File: src/rtl/reg_file_sb.sv
`timescale 1ns/1ps
`default_nettype none
// ============================================================================
//  Module   : reg_file_sb
//  Brief    : Architectural register file x0..x31 with WB->read bypass and a
//             per-register in-flight write scoreboard (busy/stall to decode).
//  Revision : 1.0 - initial release
// ============================================================================
module reg_file_sb #(
    parameter  int XLEN     = 32,
    parameter  int NREGS    = 32,
    parameter  int MAX_INFL = 3,
    localparam int AW       = $clog2(NREGS),
    localparam int CW       = $clog2(MAX_INFL + 1)
) (
    input  logic            clk,
    input  logic            rst_n,
    input  logic            wb_we,
    input  logic [AW-1:0]   write_addr_WB,
    input  logic [XLEN-1:0] write_data_WB,
    input  logic [AW-1:0]   rs1_addr,
    input  logic [AW-1:0]   rs2_addr,
    input  logic            rs1_used,
    input  logic            rs2_used,
    output logic [XLEN-1:0] rs1_data,
    output logic [XLEN-1:0] rs2_data,
    input  logic            issue_valid,
    input  logic [AW-1:0]   issue_rd,
    input  logic            issue_wr,
    output logic            busy_rs1,
    output logic            busy_rs2,
    output logic            stall
);

    localparam logic [CW-1:0] c_cnt_max = CW'(MAX_INFL);
    localparam logic [CW-1:0] c_cnt_one = CW'(1);

    logic [XLEN-1:0]  r_regs [NREGS];
    logic [CW-1:0]    r_cnt  [NREGS];
    logic [NREGS-1:0] w_inc;
    logic [NREGS-1:0] w_dec;
    logic             w_issue_ok;
    logic             w_sat;

    always_ff @(posedge clk or negedge rst_n) begin
        if (!rst_n) begin
            for (int i = 0; i < NREGS; i++) begin
                r_regs[i] <= '0;
            end
        end else if (wb_we && (write_addr_WB != '0)) begin
            r_regs[write_addr_WB] <= write_data_WB;
        end
    end

    // A retiring write to the register being read is forwarded straight from WB.
    always_comb begin
        rs1_data = '0;
        rs2_data = '0;
        if (rs1_addr != '0) begin
            if (wb_we && (write_addr_WB == rs1_addr)) rs1_data = write_data_WB;
            else                                      rs1_data = r_regs[rs1_addr];
        end
        if (rs2_addr != '0) begin
            if (wb_we && (write_addr_WB == rs2_addr)) rs2_data = write_data_WB;
            else                                      rs2_data = r_regs[rs2_addr];
        end
    end

    assign w_issue_ok = issue_valid & issue_wr & ~stall;

    for (genvar g = 0; g < NREGS; g++) begin : g_sb
        if (g == 0) begin : g_zero
            assign w_inc[g] = 1'b0;
            assign w_dec[g] = 1'b0;
        end else begin : g_trk
            assign w_inc[g] = w_issue_ok && (issue_rd == AW'(g));
            assign w_dec[g] = wb_we && (write_addr_WB == AW'(g)) && (r_cnt[g] != '0);
        end
    end

    always_ff @(posedge clk or negedge rst_n) begin
        if (!rst_n) begin
            for (int i = 0; i < NREGS; i++) begin
                r_cnt[i] <= '0;
            end
        end else begin
            for (int i = 1; i < NREGS; i++) begin
                if (w_inc[i] && !w_dec[i]) begin
                    r_cnt[i] <= r_cnt[i] + c_cnt_one;
                end else if (w_dec[i] && !w_inc[i]) begin
                    r_cnt[i] <= r_cnt[i] - c_cnt_one;
                end
            end
        end
    end

    // The last outstanding write retiring now is covered by the bypass path.
    always_comb begin
        busy_rs1 = (r_cnt[rs1_addr] != '0) &&
                   !(w_dec[rs1_addr] && (r_cnt[rs1_addr] == c_cnt_one));
        busy_rs2 = (r_cnt[rs2_addr] != '0) &&
                   !(w_dec[rs2_addr] && (r_cnt[rs2_addr] == c_cnt_one));
        w_sat    = issue_valid && issue_wr && (r_cnt[issue_rd] == c_cnt_max);
        stall    = (rs1_used && busy_rs1) || (rs2_used && busy_rs2) || w_sat;
    end

endmodule
`default_nettype wire

File: config.mk
export PLATFORM = sky130hd
export DESIGN_NAME = reg_file_sb
export DESIGN_NICKNAME = d
export VERILOG_FILES = /design/src/rtl/reg_file_sb.sv
export SDC_FILE = /design/constraint.sdc
export NUM_CORES = 2
export LEC_CHECK = 0
export CAP_MARGIN = 20
export CORE_UTILIZATION = 61
export DETAILED_ROUTE_END_ITERATION = 7
export HOLD_SLACK_MARGIN = 0.15
export PLACE_DENSITY = 0.84
export RECOVER_POWER = 25
export SYNTH_ARGS = -nofsm -noshare
export SYNTH_HDL_FRONTEND = slang
export SYNTH_SLANG_ARGS = --single-unit
File: constraint.sdc
create_clock -name clk -period 5.7 [get_ports clk]
set_clock_uncertainty 0.05 [all_clocks]
set_input_delay 0.855 -clock clk [delete_from_list [all_inputs] [get_ports clk]]
set_output_delay 0.855 -clock clk [all_outputs]
set_load 0.05 [all_outputs]
==> results.json <==
{
  "status": "finished, violations left",
  "violations": "capacitance limit, slew limit",
  "vias_per_cell": 7.36,
  "synth_area_per_cell_um2": 15.3,
  "dp_hpwl_um": 94100,
  "ir_drop_uv": 277,
  "clock-root-buffer": "clkbuf_16",
  "p_per_area_nw_per_um2": 373,
  "grt_max_degree": 170,
  "synthTopCellsByArea": "dfrtp_1 45%, mux4_2 25%, mux2_2 19%",
  "tightest_slew_ns": 4.09,
  "final.setup.tns_ns": 0,
  "antenna_found_initial": 3,
  "swShare": 0.291,
  "top_usage_layer": "met2",
  "clock_latency_ns": 0.73,
  "pwr-share-seq": 0.427,
  "yosysTopAreaCell": "dfrtp_1",
  "rr_worst_depth": 12,
  "cts_resized": 0,
  "cts_tree": "done",
  "synth_top_area_share": 0.450,
  "syn_nets": 4027,
  "arrival_ns": 4.19,
  "use_met1": 0.466,
  "syn_area_um2": 60400,
  "drt_wl_total_um": 170000,
  "floorplan.die_area_um2": 100000,
  "rsz0062_at_grt": "false",
  "fillCellCount": 6177,
  "cts_sinks": 1086,
  "synth_commonest_cells": "1086 x dfrtp_1, 997 x mux2_2, 670 x mux4_2",
  "avgRoutedWirePerCell_um": 32.5,
  "final_cells": 5236,
  "min_path_type": "reg -> reg",
  "die_y_um": 317,
  "place_ws_ns": 0.694,
  "chipWidth_um": 317,
  "num_rows": 115,
  "areaGrowthSynthToFinish_pct": 12.2,
  "final_hold_viol_count": 0,
  "syn_inst": 3937,
  "fmax_mhz": 196,
  "synth_ff_type": "dfrtp_1",
  "core-area_um2": 98300,
  "timing.max_cap.violations": 1,
  "whs_path_depth": 0,
  "gp_congestion": 0.939,
  "portBuffers": 125,
  "synth_edf_count": 0,
  "crit_path_start_kind": "input pin",
  "clk_pin_slew_ns": 0.06,
  "initial_core_util": 0.614,
  "grt_pass1_vias": 40000,
  "switchingPower_mw": 7.34,
  "first_pass_iters": 8,
  "whs_ns": 0.344,
  "grt_pass1_wl_um": 258000,
  "cts_buffers": 113,
  "comb_power_share": 0.255,
  "synth.most_common_cell": "dfrtp_1",
  "ctsLongestPathBuffers": 3,
  "layout_setup_ws_ns": 0.605,
  "drc": 0,
  "synth-seq-area-share": 0.450,
  "p_clk_frac": 0.318,
  "finalSetupViolations": 0,
  "period_share": 0.894,
  "track_usage": 0.349,
  "crit_fanout": 13,
  "vias": 38500,
  "synth.distinct_cells": 74,
  "overflow": 0,
  "grtUsageMet2": 0.555,
  "yosysWarnings": 2,
  "io_pins": 126,
  "drt_iter0_markers": 4296,
  "slew_viol_final": 71,
  "layout.nets": 3943,
  "relSlewSlack": -1.73,
  "grtUsageMet3": 0.0680,
  "drive_gt1_frac": 0.535,
  "synthArstFlopShare": 1.00,
  "internal_power_mw": 17.9,
  "dp_cells": 5012,
  "cts_htree_levels": 3,
  "ys_ff_latch": 1086,
  "crit_type": "in -> out",
  "worstSetupEndpointType": "output port",
  "power.leakage_nw": 28.8,
  "period_needed_ns": 5.10,
  "antenna_left": 0,
  "critPathRequiredTime_ns": 4.80
}
power groups by stage:
stage	sequential, mW	combinational, mW	clock [mW]
after floorplan	10.2	4.73	0
after global placement	10.6	6.19	0
after detailed placement	10.8	6.35	0
after CTS	10.7	6.40	8.07
after global routing	11.0	6.77	8.36
final	10.8	6.44	8.02
state kept, by name, indices dropped and copies added (netlist names):
signal and cells:
r_cnt 62, r_regs 1024
per-stage QoR:
stage / cell area, um^2 / total power, mW / utilization
2_1_floorplan: 60400 / 15.0 / -
3_3_place_gp: 63300 / 16.8 / 0.644
3_5_place_dp: 63400 / 17.1 / 0.645
4_1_cts: 67400 / 25.2 / 0.686
5_1_grt: 67700 / 26.1 / 0.689
6_report: 67700 / 25.2 / 0.689
worst paths after layout:
| kind | from | endpoint | slack, ns |
|---|---|---|---|
| max | wb_we | busy_rs2 | 0.60 |
| max reg2reg | r_cnt[43]$_DFFE_PN0P_ | r_cnt[11]$_DFFE_PN0P_ | 1.94 |
| max in group asynchronous | rst_n | r_regs[600]$_DFFE_PN0P_ | 0.99 |
| min in group asynchronous | rst_n | r_regs[506]$_DFFE_PN0P_ | 2.24 |
| min reg2reg | r_regs[1018]$_DFFE_PN0P_ | r_regs[1018]$_DFFE_PN0P_ | 0.34 |
| min | r_regs[1018]$_DFFE_PN0P_ | r_regs[1018]$_DFFE_PN0P_ | 0.34 |
worst max-delay path, stage by stage:
cell             delay [ns]
clkdlybuf4s50_1        0.89
nand4_4                0.37
o311ai_1               0.40
nand2_1                0.11
o41ai_1                0.48
o311a_1                0.28
nand2_1                0.09
clkdlybuf4s50_1        0.70
routing by layer:
metal	wire, um	part of all wire	vias to the layer above
met5	9	0.000053	-
met2	82900	0.49	2271
met4	9190	0.054	2
met1	62600	0.37	20500
met3	15400	0.091	624
li1	-	-	15200
placed cells by master (no fill, tap or decap), types with 7 or more instances in the layout:
cell	count
dfrtp_1	1086
mux2_2	997
mux4_2	670
nor2_1	136
clkbuf_16	125
buf_4	107
buf_12	77
mux2i_1	71
xor2_1	68
a211oi_1	67
clkdlybuf4s50_1	48
nor4_1	43
nand2_1	35
xnor2_1	33
ha_1	31
o21ai_0	29
clkbuf_8	25
clkbuf_1	23
nand3_1	21
nor2_4	17
bufinv_16	17
clkinv_2	16
or3_1	12
nand2_4	12
inv_1	8
nand2b_1	8
nor3_1	8
nand3b_1	8
o211ai_1	8
or2_2	7
nor2b_1	7
o22ai_1	7
kinds of logic (layout without fill, tap and decap cells):
logic type	after synthesis	after routing	share of synthesized area
AO/OA/AOI/OAI	161	161	0.0195
multiplexers	1738	1738	0.448
adder cells (fa/ha/maj)	31	31	0.00642
buffers and inverters	462	472	0.0310
flip-flops	1086	1086	0.450
XOR/XNOR	101	101	0.0147
AND/OR/NAND/NOR	358	358	0.0306
other	0	2	0
layout make-up:
class / instances / area (um^2) / share of cell area
Sequential cell: 1086 / 27200 / 0.401
Antenna cell: 2 / 5.00 / 0.0000739
Clock buffer: 165 / 3360 / 0.0496
Tap cell: 1287 / 1610 / 0.0238
Clock inverter: 44 / 681 / 0.0101
Timing Repair Buffer: 254 / 3250 / 0.0480
Multi-Input combinational cell: 2389 / 31600 / 0.467
Inverter: 9 / 36.3 / 0.000536
what timing repair did:
action	CTS	global route
endpoints found under the hold margin	30	0
hold buffers	1	0
setup buffers	0	0
Note: power is estimated with default switching activity, not from simulation.
